File: src/rtl/lsu_pkg.sv
// rtl/lsu_pkg.sv - shared encodings for the load/store unit
//
// Holds the RV32I funct3 width/sign encodings, the FSM state enum,
// the default data-memory depth and a funct3 legality helper.
package lsu_pkg;

  localparam int unsigned LSU_MEM_DEPTH = 256;

  localparam logic [2:0] F3_B  = 3'b000;
  localparam logic [2:0] F3_H  = 3'b001;
  localparam logic [2:0] F3_W  = 3'b010;
  localparam logic [2:0] F3_BU = 3'b100;
  localparam logic [2:0] F3_HU = 3'b101;

  typedef enum logic [1:0] {IDLE, RD, WR, RSP} lsu_state_e;

  // Unsigned variants only exist for loads; 011/110/111 are never legal.
  function automatic logic f3_illegal(input logic we, input logic [2:0] f3);
    case (f3)
      F3_B, F3_H, F3_W: return 1'b0;
      F3_BU, F3_HU:     return we;
      default:          return 1'b1;
    endcase
  endfunction

endpackage

File: src/rtl/lsu_align.sv
// rtl/lsu_align.sv - lane extraction/extension and store merge
//
// Purely combinational.
// Ports:
//   funct3     access width/sign
//   offset     byte offset in word, already aligned to the access size
//   word       memory word (read data)
//   wdata      right-aligned store data
//   load_data  selected lane, sign- or zero-extended
//   store_word word with the addressed lanes replaced by wdata
module lsu_align
  import lsu_pkg::*;
(
  input  logic [2:0]  funct3,
  input  logic [1:0]  offset,
  input  logic [31:0] word,
  input  logic [31:0] wdata,
  output logic [31:0] load_data,
  output logic [31:0] store_word
);

  logic [7:0]  byte_sel;
  logic [15:0] half_sel;

  always_comb begin
    byte_sel = word[{offset, 3'b000} +: 8];
    half_sel = offset[1] ? word[31:16] : word[15:0];

    load_data = word;
    case (funct3)
      F3_B:    load_data = {{24{byte_sel[7]}}, byte_sel};
      F3_H:    load_data = {{16{half_sel[15]}}, half_sel};
      F3_BU:   load_data = {24'b0, byte_sel};
      F3_HU:   load_data = {16'b0, half_sel};
      default: load_data = word;
    endcase

    store_word = word;
    case (funct3)
      F3_B: store_word[{offset, 3'b000} +: 8] = wdata[7:0];
      F3_H: begin
        if (offset[1]) store_word[31:16] = wdata[15:0];
        else           store_word[15:0]  = wdata[15:0];
      end
      default: store_word = wdata;
    endcase
  end

endmodule

File: src/rtl/load_store_unit.sv
// rtl/load_store_unit.sv - RV32I load/store unit with read-modify-write sub-word stores
//
// Optional feature macro: LSU_MISALIGN_TRAP_EN (misaligned H/W accesses
// return rsp_err instead of having their low address bits cleared).
// Ports:
//   clk, rst            clock, synchronous active-high reset
//   req_valid/ready     request handshake (ready only in IDLE)
//   req_we/funct3       store flag and RV32I width/sign
//   req_addr/wdata      byte address, right-aligned store data
//   rsp_valid/rdata/err one-cycle completion pulse with load data / error
//   mem_addr            word index, wrapped to MEM_DEPTH
//   mem_rd_en/wr_en     data-memory strobes (mutually exclusive)
//   mem_wr_data         full word to write
//   mem_rd_data         memory word, valid combinationally with mem_rd_en
module load_store_unit
  import lsu_pkg::*;
#(
  parameter int unsigned MEM_DEPTH = LSU_MEM_DEPTH
) (
  input  logic        clk,
  input  logic        rst,
  input  logic        req_valid,
  output logic        req_ready,
  input  logic        req_we,
  input  logic [2:0]  req_funct3,
  input  logic [31:0] req_addr,
  input  logic [31:0] req_wdata,
  output logic        rsp_valid,
  output logic [31:0] rsp_rdata,
  output logic        rsp_err,
  output logic [31:0] mem_addr,
  output logic        mem_rd_en,
  output logic        mem_wr_en,
  output logic [31:0] mem_wr_data,
  input  logic [31:0] mem_rd_data
);

  localparam int unsigned AW = $clog2(MEM_DEPTH);

  lsu_state_e state, state_nxt;

  logic          we_q;
  logic [2:0]    f3_q;
  logic [AW-1:0] idx_q;
  logic [1:0]    off_q;
  logic [31:0]   wdata_q;
  logic          err_q;
  logic [31:0]   rd_word_q;

  logic          accept;
  logic [1:0]    off_in;
  logic          err_in;
  logic [31:0]   load_data;
  logic [31:0]   store_word;

  assign accept = req_valid && req_ready;

  // Lane offset rounded down to the access size; misalignment either
  // traps or is silently cleared depending on the build.
  always_comb begin
    off_in = req_addr[1:0];
    err_in = f3_illegal(req_we, req_funct3);
    case (req_funct3[1:0])
      2'b01: begin
        off_in[0] = 1'b0;
`ifdef LSU_MISALIGN_TRAP_EN
        if (req_addr[0]) err_in = 1'b1;
`endif
      end
      2'b10: begin
        off_in = 2'b00;
`ifdef LSU_MISALIGN_TRAP_EN
        if (req_addr[1:0] != 2'b00) err_in = 1'b1;
`endif
      end
      default: ;
    endcase
  end

  lsu_align u_align (
    .funct3     (f3_q),
    .offset     (off_q),
    .word       (rd_word_q),
    .wdata      (wdata_q),
    .load_data  (load_data),
    .store_word (store_word)
  );

  always_ff @(posedge clk) begin
    if (rst) begin
      state     <= IDLE;
      we_q      <= 1'b0;
      f3_q      <= 3'b000;
      idx_q     <= '0;
      off_q     <= 2'b00;
      wdata_q   <= 32'b0;
      err_q     <= 1'b0;
      rd_word_q <= 32'b0;
    end else begin
      state <= state_nxt;
      if (accept) begin
        we_q    <= req_we;
        f3_q    <= req_funct3;
        idx_q   <= req_addr[AW+1:2];
        off_q   <= off_in;
        wdata_q <= req_wdata;
        err_q   <= err_in;
      end
      if (state == RD) rd_word_q <= mem_rd_data;
    end
  end

  // Outputs are gated by rst so they read zero for the whole reset
  // window, including the cycle in which reset is first sampled.
  always_comb begin
    state_nxt   = state;
    req_ready   = 1'b0;
    rsp_valid   = 1'b0;
    rsp_err     = 1'b0;
    rsp_rdata   = 32'b0;
    mem_addr    = 32'b0;
    mem_rd_en   = 1'b0;
    mem_wr_en   = 1'b0;
    mem_wr_data = 32'b0;
    if (!rst) begin
      case (state)
        IDLE: begin
          req_ready = 1'b1;
          if (req_valid) begin
            if (err_in)                                state_nxt = RSP;
            else if (req_we && req_funct3 == F3_W)     state_nxt = WR;
            else                                       state_nxt = RD;
          end
        end
        RD: begin
          mem_rd_en = 1'b1;
          mem_addr  = {{(32-AW){1'b0}}, idx_q};
          state_nxt = we_q ? WR : RSP;
        end
        WR: begin
          mem_wr_en   = 1'b1;
          mem_addr    = {{(32-AW){1'b0}}, idx_q};
          mem_wr_data = store_word;
          state_nxt   = RSP;
        end
        RSP: begin
          rsp_valid = 1'b1;
          rsp_err   = err_q;
          rsp_rdata = (we_q || err_q) ? 32'b0 : load_data;
          state_nxt = IDLE;
        end
        default: state_nxt = IDLE;
      endcase
    end
  end

endmodule

File: config.mk
export PLATFORM = sky130hd
export DESIGN_NAME = load_store_unit
export DESIGN_NICKNAME = d
export VERILOG_FILES = /design/src/rtl/lsu_pkg.sv /design/src/rtl/lsu_align.sv /design/src/rtl/load_store_unit.sv
export SDC_FILE = /design/constraint.sdc
export NUM_CORES = 1
export LEC_CHECK = 0
export CORE_AREA = 2 2 114 116
export CTS_CLUSTER_DIAMETER = 150
export DETAILED_ROUTE_END_ITERATION = 10
export DIE_AREA = 0 0 116 118
export GPL_ROUTABILITY_DRIVEN = 0
export GPL_TIMING_DRIVEN = 0
export PLACE_DENSITY_LB_ADDON = 0.12
export RECOVER_POWER = 50
export SYNTH_ARGS = -nofsm -noshare
export SYNTH_HDL_FRONTEND = slang
export SYNTH_HIERARCHICAL = 1
export SYNTH_SLANG_ARGS = --single-unit
File: constraint.sdc
create_clock -name clk -period 3 [get_ports clk]
set_input_delay 0.3 -clock clk [delete_from_list [all_inputs] [get_ports clk]]
set_output_delay 0.3 -clock clk [all_outputs]
set_load 0.05 [all_outputs]
# Yosys cells after proc, flatten, opt, wreduce, memory -nomap -nowiden
# Index checks and enable logic that the tools add are counted.
# op_classes
n_addsub,1
eq_ne,13
shift,3
n_mux,31
n_reduce_logical,10
# op_table
operator,n
$mux W32,5
$pmux W32 S4,1
$pmux W32 S2,1
$mux W16,3
$bwmux W32,1
$shift A8 B7 Y32 const A,1
$shiftx A32 B6 Y8,1
$shiftx A8 B7 Y32,1
$mux W8,2
$mux W1,13
$eq A3 B3 Y1 const B,4
$pmux W2 S4,1
$neg A5 Y7,1
$eq A2 B2 Y1 const B,3
$eq A3 B1 Y1 const B,2
$logic_not A3 Y1,2
$mux W2,3
$reduce_or A2 Y1,3
$eq A2 B1 Y1 const B,2
$eq A3 B2 Y1 const B,1
$reduce_or A3 Y1,1
$logic_and A1 B1 Y1,2
$logic_not A2 Y1,1
$ne A2 B2 Y1 const B,1
2 further kinds,2
# totals
ff_bits,81
input_bits,103
output_inout_bits,101

# Longest topological paths before layout
# Gate-level depths: netlist of run 1.
# depth
depth_word,6
ltp_mapped,9

# Hierarchy
# The synthesis of run 1 kept the hierarchy.
# by_module_without_submodules
mod,n_inst,cells_per_inst,area_each_um2,seq_area_each_um2
load_store_unit,1,444,3802.4,1621.6
lsu_align,1,264,1833.0,0.0

# Worst setup path before layout of run 1
# No wires, ideal clock.
# synth_timing
path_type,register to output
start,reg off_q[1]
end,out mem_wr_data[24]
t_arrival_ps,2387
t_required_ps,2700
path_slack_ps,313
stages_incl_launch_ff,10
path_buffers,3
cell_sequence,dfxtp_1 buf_2 inv_1 clkbuf_1 ha_1 and3b_1 and2_1 buf_1 a221o_1 and2_1
# synth_via
elab_chain_len,6
elab_cells_between_ends,8
classes_between,add/sub (1); shift (2); mux (5)
# synth_lines
element,line,rtl
start: declaration,load_store_unit.sv:45,logic [1:0] off_q;
start signal: assignment,load_store_unit.sv:105,off_q <= off_in;
$neg A5 Y7,lsu_align.sv:40,"F3_B: store_word[{offset, 3'b000} +: 8] = wdata[7:0];"
$shiftx A8 B7 Y32 or $shift A8 B7 Y32 (tied branches),lsu_align.sv:40,
$bwmux W32,lsu_align.sv:40,
$pmux W32 S2 (*),lsu_align.sv:39,case (funct3)
net store_word[24],load_store_unit.sv:54,logic [31:0] store_word;
$mux W32 (*),load_store_unit.sv:126,case (state)
$mux W32 (*),load_store_unit.sv:125,if (!rst) begin
end: declaration,load_store_unit.sv:34,"output logic [31:0] mem_wr_data,"
# The timed path passes the listed nets; every way through them passes the cells marked *.

# Final worst setup path of run 1
# layout_timing
start,reg off_q[1]
end,out mem_wr_data[31]
# The elaborated chain is that of the path after synthesis.

==> run metrics, run 1 <==
DIE WIDTH 116 um; row count 41; Synth area leader dfxtp_1; Num CTS Buffers 9; Initial Util between 40% and 50%; Worst Path Max Fanout 12; Synth Area in Compound Gates 17.0%; Seq/Total Area, Yosys 28.8%; Post-synth ARST share 0%; ranking of synthesized cells by area dfxtp_1 (29%), and2_1 (7.4%), mux2i_1 (7.1%); clock latency on the worst-skew pair 0.33 ns; antenna cell count 0; Hold Path Class reg -> reg; DRC violations left 0; core area around 0.012 sq mm; crit path launch off_q[1]; routed vias 5956; Power Density 661 mW/mm^2; hpwl dp 14600 um; startpoint types flip-flop; htree depth 3; period utilisation layout 97.9%; EDFF count, synth 0; vias per cell between 5 and 6; total negative setup slack 0 ns; XOR/XNOR Fraction of Synth Area 0%; first-pass detailed-route iteration total 6; Yosys Warn Count 6; maxcap violations 0; Clock Pin Slew Worst Setup and Hold Paths 0.06 ns; DR iter-0 viols ~570; Final min period roughly 2.9 ns; main combinational cell family by area after synthesis simple AND/OR/NAND/NOR gates; status complete, no violations; GR Overflow Total 0; dominant synthesized flop cell dfxtp_1; static leakage about 3.4 nW; Final nets 1016; Die ar. 0.0137 sq mm; fraction of layout cells with a size suffix above 1 15.3%; vias in the first global route 5846; fillcell total ~1200; Req. time, crit path 2.70 ns; RSZ-0062 raised after global routing false; multiplexer share of the synthesized area around 8.5%; Hold Startpoint wdata_q[31]; Port Buffers 157; Global Route Usage Sum 27.4%; synthesized area 0.00564 sq mm; I/O pins 204; largest net degree at the start of global routing 14; Post-Synth Simple-Gate Area between 30 and 40%; first-pass GRT wire length 29700 um; final hold violations 0; Routed Antenna Nets 0; TritonCTS Sinks ~80; post-synthesis adder-cell area fraction 2.89%; TritonCTS clock tree built; Max Clk Rate roughly 340 MHz; final setup fails 0; CTS root buffer clkbuf_16; Final Max Slew Viols 0; R2R Path Start state[1]; initial antenna violation count 0; final worst hold slack 0.484 ns; kind of critical path reg -> out; hold buffer count at CTS 0; routed wire length 19200 um; area grow syn2layout 38.0%; Seq cells post-synth 81; clock tree buffer depth 2; crit end category output pin; post-synth top area share 28.8%; Die Y-Extent 118 um; Slew HR between 50 and 60%; worst path arrival time 2.64 ns; post-synth cell types just over 60; WL/cell 17.8 um; VDD IR max around 0.29 mV; Worst-Margin Slew 0.705 ns; Total Power 5.14 mW; Mapped Cells 708; Worst Clk Skew 0.00403 ns; syn_area_per_cell 7.96 sq um
==> kinds of logic after synthesis <==
logic type / count (synthesis)
buffers and inverters: 94
AND/OR/NAND/NOR: 351
adder cells (fa/ha/maj): 13
multiplexers: 46
AO/OA/AOI/OAI: 122
other: 1
flip-flops: 81
==> stage by stage <==
step	cells	utilization [%]	cell area, sq um	worst slack, ns
5_1_grt	1076	62.6	7770	0.000731
3_5_place_dp	1060	60.5	7510	-0.699
3_3_place_gp	1060	60.5	7510	-0.664
6_report	1076	62.6	7770	0.0643
4_1_cts	1075	62.6	7770	0.00795
2_1_floorplan	731	-	5720	0.313
==> where the power goes <==
part | total, mW | switching (mW) | internal [mW]
combinational | 2.34 | 1.35 | 0.989
clock | 1.08 | 0.442 | 0.640
sequential | 1.72 | 0.385 | 1.33
==> sequential cells by signal (all words and copies together), names as in the netlist <==
signal and cells:
rd_word_q 32, err_q 1, f3_q 3, we_q 1, state 2, idx_q 8, wdata_q 32, off_q 2
==> area by class of cell <==
cell class	instances	area, sq um	share of cell area [%]
plain buffers	86	518	6.66
clock buffers	10	229	2.94
clock inverters	5	56.3	0.724
inverters	8	33.8	0.435
multi-input cells	556	3600	46.4
flip-flops and latches	81	1630	20.9
well taps	172	215	2.77
repair buffers	158	1490	19.2
==> cell usage in the layout (no fill, tap or decap), drive strengths merged, types with 2 or more instances in the layout <==
cell type and count:
inv 8, clkdlybuf4s15 14, and4 2, a221oi 9
conb 24, clkinv 2, nand3b 40, and2 67
ha 13, and3b 2, mux2 5, nor3b 2
clkbuf 48, a21boi 8, nand2 100, o22ai 8
nand3 19, nor2b 22, a31oi 7, a211oi 6
dlygate4sd2 19, nand2b 14, mux2i 40, a21oi 7
clkdlybuf4s50 92, o21a 7, nor3 2, o211ai 2
a221o 29, and3 8, dfxtp 81, o21ai 14
a22o 13, or2 2, clkinvlp 2, a22oi 3
buf 80, nor4b 6, nor2 60
==> metal layers <==
layer | share of wire, % | track usage, % | vias to the layer above | wire [um]
li1 | - | - | 2808 | -
met1 | 42 | 36.0 | 2745 | 8070
met2 | 45 | 43.5 | 356 | 8660
met3 | 9.4 | 5.56 | 47 | 1810
met4 | 3.3 | 11.1 | 0 | 625
met5 | 0 | 0 | - | 0
==> synth_stat cells, types with 7 or more instances <==
master / instances
a21boi_0: 8
a221o_1: 29
a221oi_1: 9
a22o_1: 13
a31oi_1: 7
and2_1: 67
and3_1: 8
buf_2: 34
buf_4: 29
clkbuf_1: 15
dfxtp_1: 81
ha_1: 13
inv_1: 8
mux2i_1: 40
nand2_1: 99
nand2b_1: 14
nand3_1: 19
nand3b_1: 40
nor2_1: 60
nor2b_1: 21
o21a_1: 7
o21ai_1: 8
o22ai_1: 8
==> worst max-delay path, stage by stage, from the launching register on <==
cell and delay (ns):
dfxtp_4 0.37, buf_8 0.15, clkinvlp_4 0.12, buf_8 0.16, ha_4 0.30, and3b_1 0.20, and2_1 0.17, buf_2 0.15
a221o_1 0.33, and2_1 0.17, buf_6 0.16
==> final timing paths <==
kind / slack, ns / end / cells after the start
worst min-delay path: 0.48 / wdata_q[31] / 2
worst max-delay path: 0.06 / mem_wr_data[31] / 10
worst max register to register: 1.16 / wdata_q[27] / 7
worst min register to register: 0.48 / wdata_q[31] / 2
==> timing repair <==
action | 4_1_cts | 5_1_grt
resized for setup | 208 | 37
pin swaps | 1 | 3
endpoints found under the setup margin | 64 | 35
buffers inserted | 0 | 1
Power figures use the tool's default switching activity.
==> inputs of run 2 (changes only) <==
--- a/config.mk
+++ b/config.mk
@@ -10,7 +10,6 @@
 export DETAILED_ROUTE_END_ITERATION = 10
 export DIE_AREA = 0 0 116 118
 export GPL_ROUTABILITY_DRIVEN = 0
-export GPL_TIMING_DRIVEN = 0
 export PLACE_DENSITY_LB_ADDON = 0.12
 export RECOVER_POWER = 50
 export SYNTH_ARGS = -nofsm -noshare
==> run 2 against run 1 <==
Effect of this change: the flow now finishes with violations (max-capacitance violations, max-slew violations); sequential share of layout area down 0.46 points; flip-flop and latch count unchanged; clock power down 8%; largest cell class unchanged.
==> run metrics, run 2 (synthesis gave the netlist of run 1 again) <==
Sw Pwr 2.11 mW (was 2.18 mW); Final min period 2.81 ns (was 2.94 ns); worst path arrival time 2.51 ns (was 2.64 ns); final setup fails 0 (unchanged); clock share of power 19.8% (was 21.1%); hpwl dp 13300 um (was 14600 um); switching share of power 42.2% (was 42.4%); Die ar. 0.0137 sq mm (unchanged); Global Route Usage Sum 26.7% (was 27.4%); WL/cell 18.0 um (was 17.8 um); Power Density 631 mW/mm^2 (was 661 mW/mm^2); R2R depth 5 (was 7); Worst Clk Skew 0.00384 ns (was 0.00403 ns); fraction of layout cells with a size suffix above 1 12.8% (was 15.3%); Num CTS Buffers 9 (unchanged); Clock Pin Slew Worst Setup and Hold Paths 0.05 ns (was 0.06 ns); period utilisation layout 93.6% (was 97.9%); Slew HR -15.4% (was 53.0%); status complete, but fails checks (was complete, no violations); routed vias 5688 (was 5956); FF-to-FF End err_q (was wdata_q[27]); maxcap violations 1 (was 0); crit end category output pin (unchanged); Max Clk Rate 356 MHz (was 341 MHz); most common cell after layout, fill and taps aside nand2_1 (unchanged); RSZ-0062 raised after global routing false (unchanged); DIE WIDTH 116 um (unchanged); post-place setup slack 0.472 ns (was -0.699 ns); fillcell total 1090 (was 1156); top layer in use met4 (unchanged); initial antenna violation count 0 (unchanged); Initial Util 45.4% (unchanged); Total Power 5.00 mW (was 5.14 mW); static leakage 3.28 nW (was 3.43 nW); commonest non-fill, non-tap cells in the layout nand2_1 (99), clkdlybuf4s50_1 (90), dfxtp_1 (80) (was nand2_1 (99), clkdlybuf4s50_1 (92), dfxtp_1 (79)); crit path launch f3_q[0] (was off_q[1]); Final nets 947 (was 1016); routed wire length 18200 um (was 19200 um); R2R Path Start state[0] (was state[1]); internal cell power 2.89 mW (was 2.96 mW); area grow syn2layout 40.7% (was 38.0%); DR WL met3 1680 um (was 1810 um); VDD IR max 0.342 mV (was 0.288 mV); GR Overflow Total 0 (unchanged); vias per cell 5.64 (was 5.54); antenna cell count 0 (unchanged); CTS root buffer clkbuf_16 (unchanged); Final Max Slew Viols 43 (was 0); failing checks max-capacitance violations, max-slew violations; vias in the first global route 5299 (was 5846); worst setup path endpoint rsp_rdata[15] (was mem_wr_data[31]); Worst-Margin Slew 1.73 ns (was 0.705 ns); final hold violations 0 (unchanged); largest net degree at the start of global routing 54 (was 14); final worst slack 0.191 ns (was 0.0643 ns); startpoint types flip-flop (unchanged); Worst Path Max Fanout 17 (was 12); sequential share of power 34.8% (was 33.4%); row count 41 (unchanged); clock latency on the worst-skew pair 0.34 ns (was 0.33 ns); metal2 WL 8300 um (was 8660 um); htree depth 3 (unchanged); Die Y-Extent 118 um (unchanged); total negative setup slack 0 ns (unchanged); reg-to-reg slack, setup 0.49 ns (was 1.16 ns); hold buffer count at CTS 0 (unchanged); core area 0.0124 sq mm (unchanged); wl on met1 7790 um (was 8070 um); TritonCTS clock tree built (unchanged); clock tree buffer depth 2 (unchanged); largest registers rd_word_q (32), wdata_q (32), idx_q (8) (unchanged); Hold Path Class in -> reg (was reg -> reg); Routed Antenna Nets 0 (unchanged); TritonCTS Sinks 81 (unchanged); first-pass GRT wire length 28600 um (was 29700 um); Req. time, crit path 2.70 ns (about the same); DR iter-0 viols 490 (was 571); I/O pins 204 (unchanged); DRC violations left 0 (unchanged); kind of critical path reg -> out (unchanged); Port Buffers 157 (unchanged); first-pass detailed-route iteration total 5 (was 6); Gate power share 45.4% (was 45.6%); Setup Fix Bufs, Post-CTS 0 (unchanged)
-- run 2: changes by cell type in the layout (fill, tap and decap cells not counted), sizes merged, moves of 2 or more --
cell           previous run  this run
dlygate4sd2              19         0
clkinvlp                  2         0
clkdlybuf4s15            14         0
clkinv                    2         5
clkdlybuf4s50            92        90
clkbuf                   48        14
-- run 2: worst min-delay path by stage --
| stage | start | end | slack, ns | cells after the start |
|---|---|---|---|---|
| 2_1_floorplan | req_funct3[2] | f3_q[2] | 0.40 | 2 |
| 3_3_place_gp | wdata_q[26] | wdata_q[26] | 0.46 | 2 |
| 3_5_place_dp | wdata_q[21] | wdata_q[21] | 0.46 | 2 |
| 4_1_cts | rst | rd_word_q[4] | 0.46 | 2 |
| 5_1_grt | req_wdata[20] | wdata_q[20] | 0.48 | 3 |
| 6_report | rst | rd_word_q[31] | 0.45 | 2 |
-- run 2: layer usage --
layer | global-route usage (%) | vias to the layer above
li1 | - | 2670
met1 | 37.1 | 2664
met2 | 41.0 | 315
met3 | 6.33 | 39
met4 | 7.51 | 0
met5 | 0 | -
-- run 2: final cells by class --
| type | count | area, sq um | area share (%) |
|---|---|---|---|
| Multi-Input combinational cell | 556 | 3570 | 45.0 |
| Timing Repair Buffer | 175 | 2230 | 28.1 |
| Tap cell | 172 | 215 | 2.71 |
| Inverter | 8 | 30.0 | 0.379 |
| Clock inverter | 5 | 32.5 | 0.410 |
| Sequential cell | 81 | 1620 | 20.5 |
| Clock buffer | 11 | 233 | 2.93 |
-- run 2: metrics by stage --
stage | hold slack, ns | instance area [sq um] | instances | util (%)
after floorplan | 0.399 | 5720 | 731 | -
after global placement | 0.464 | 7680 | 992 | 61.8
after detailed placement | 0.462 | 7680 | 992 | 61.8
after CTS | 0.456 | 7940 | 1008 | 64.0
after global routing | 0.482 | 7930 | 1008 | 63.9
final | 0.451 | 7930 | 1008 | 63.9
-- run 2: worst max-delay path, cell delays in order, from the launching register on --
cell and delay (ns):
dfxtp_1 0.47, buf_4 0.27, nor3_2 0.51, nand2_2 0.34, o211ai_1 0.20, and2_1 0.17
buf_4 0.20
-- run 2: power by group through the flow --
| stage | clock network (mW) | logic [mW] | registers [mW] |
|---|---|---|---|
| final | 0.991 | 2.27 | 1.74 |
| after global routing | 1.07 | 2.47 | 1.76 |
| after CTS | 1.01 | 2.27 | 1.72 |
| after detailed placement | 0 | 2.25 | 1.74 |
| after global placement | 0 | 2.20 | 1.73 |
| after floorplan | 0 | 1.72 | 1.53 |
-- run 2: what timing repair did --
item | CTS | global route
endpoints found under the hold margin | 0 | 0
gates resized for setup | 0 | 1
endpoints found under the setup margin | 0 | 7
==> inputs of run 3 (changes only) <==
--- a/config.mk
+++ b/config.mk
@@ -16,3 +16,4 @@
 export SYNTH_HDL_FRONTEND = slang
 export SYNTH_HIERARCHICAL = 1
 export SYNTH_SLANG_ARGS = --single-unit
+export TNS_END_PERCENT = 10
==> results of run 3 <==
No change in the layout: final DEF, timing and power equal those of run 2.
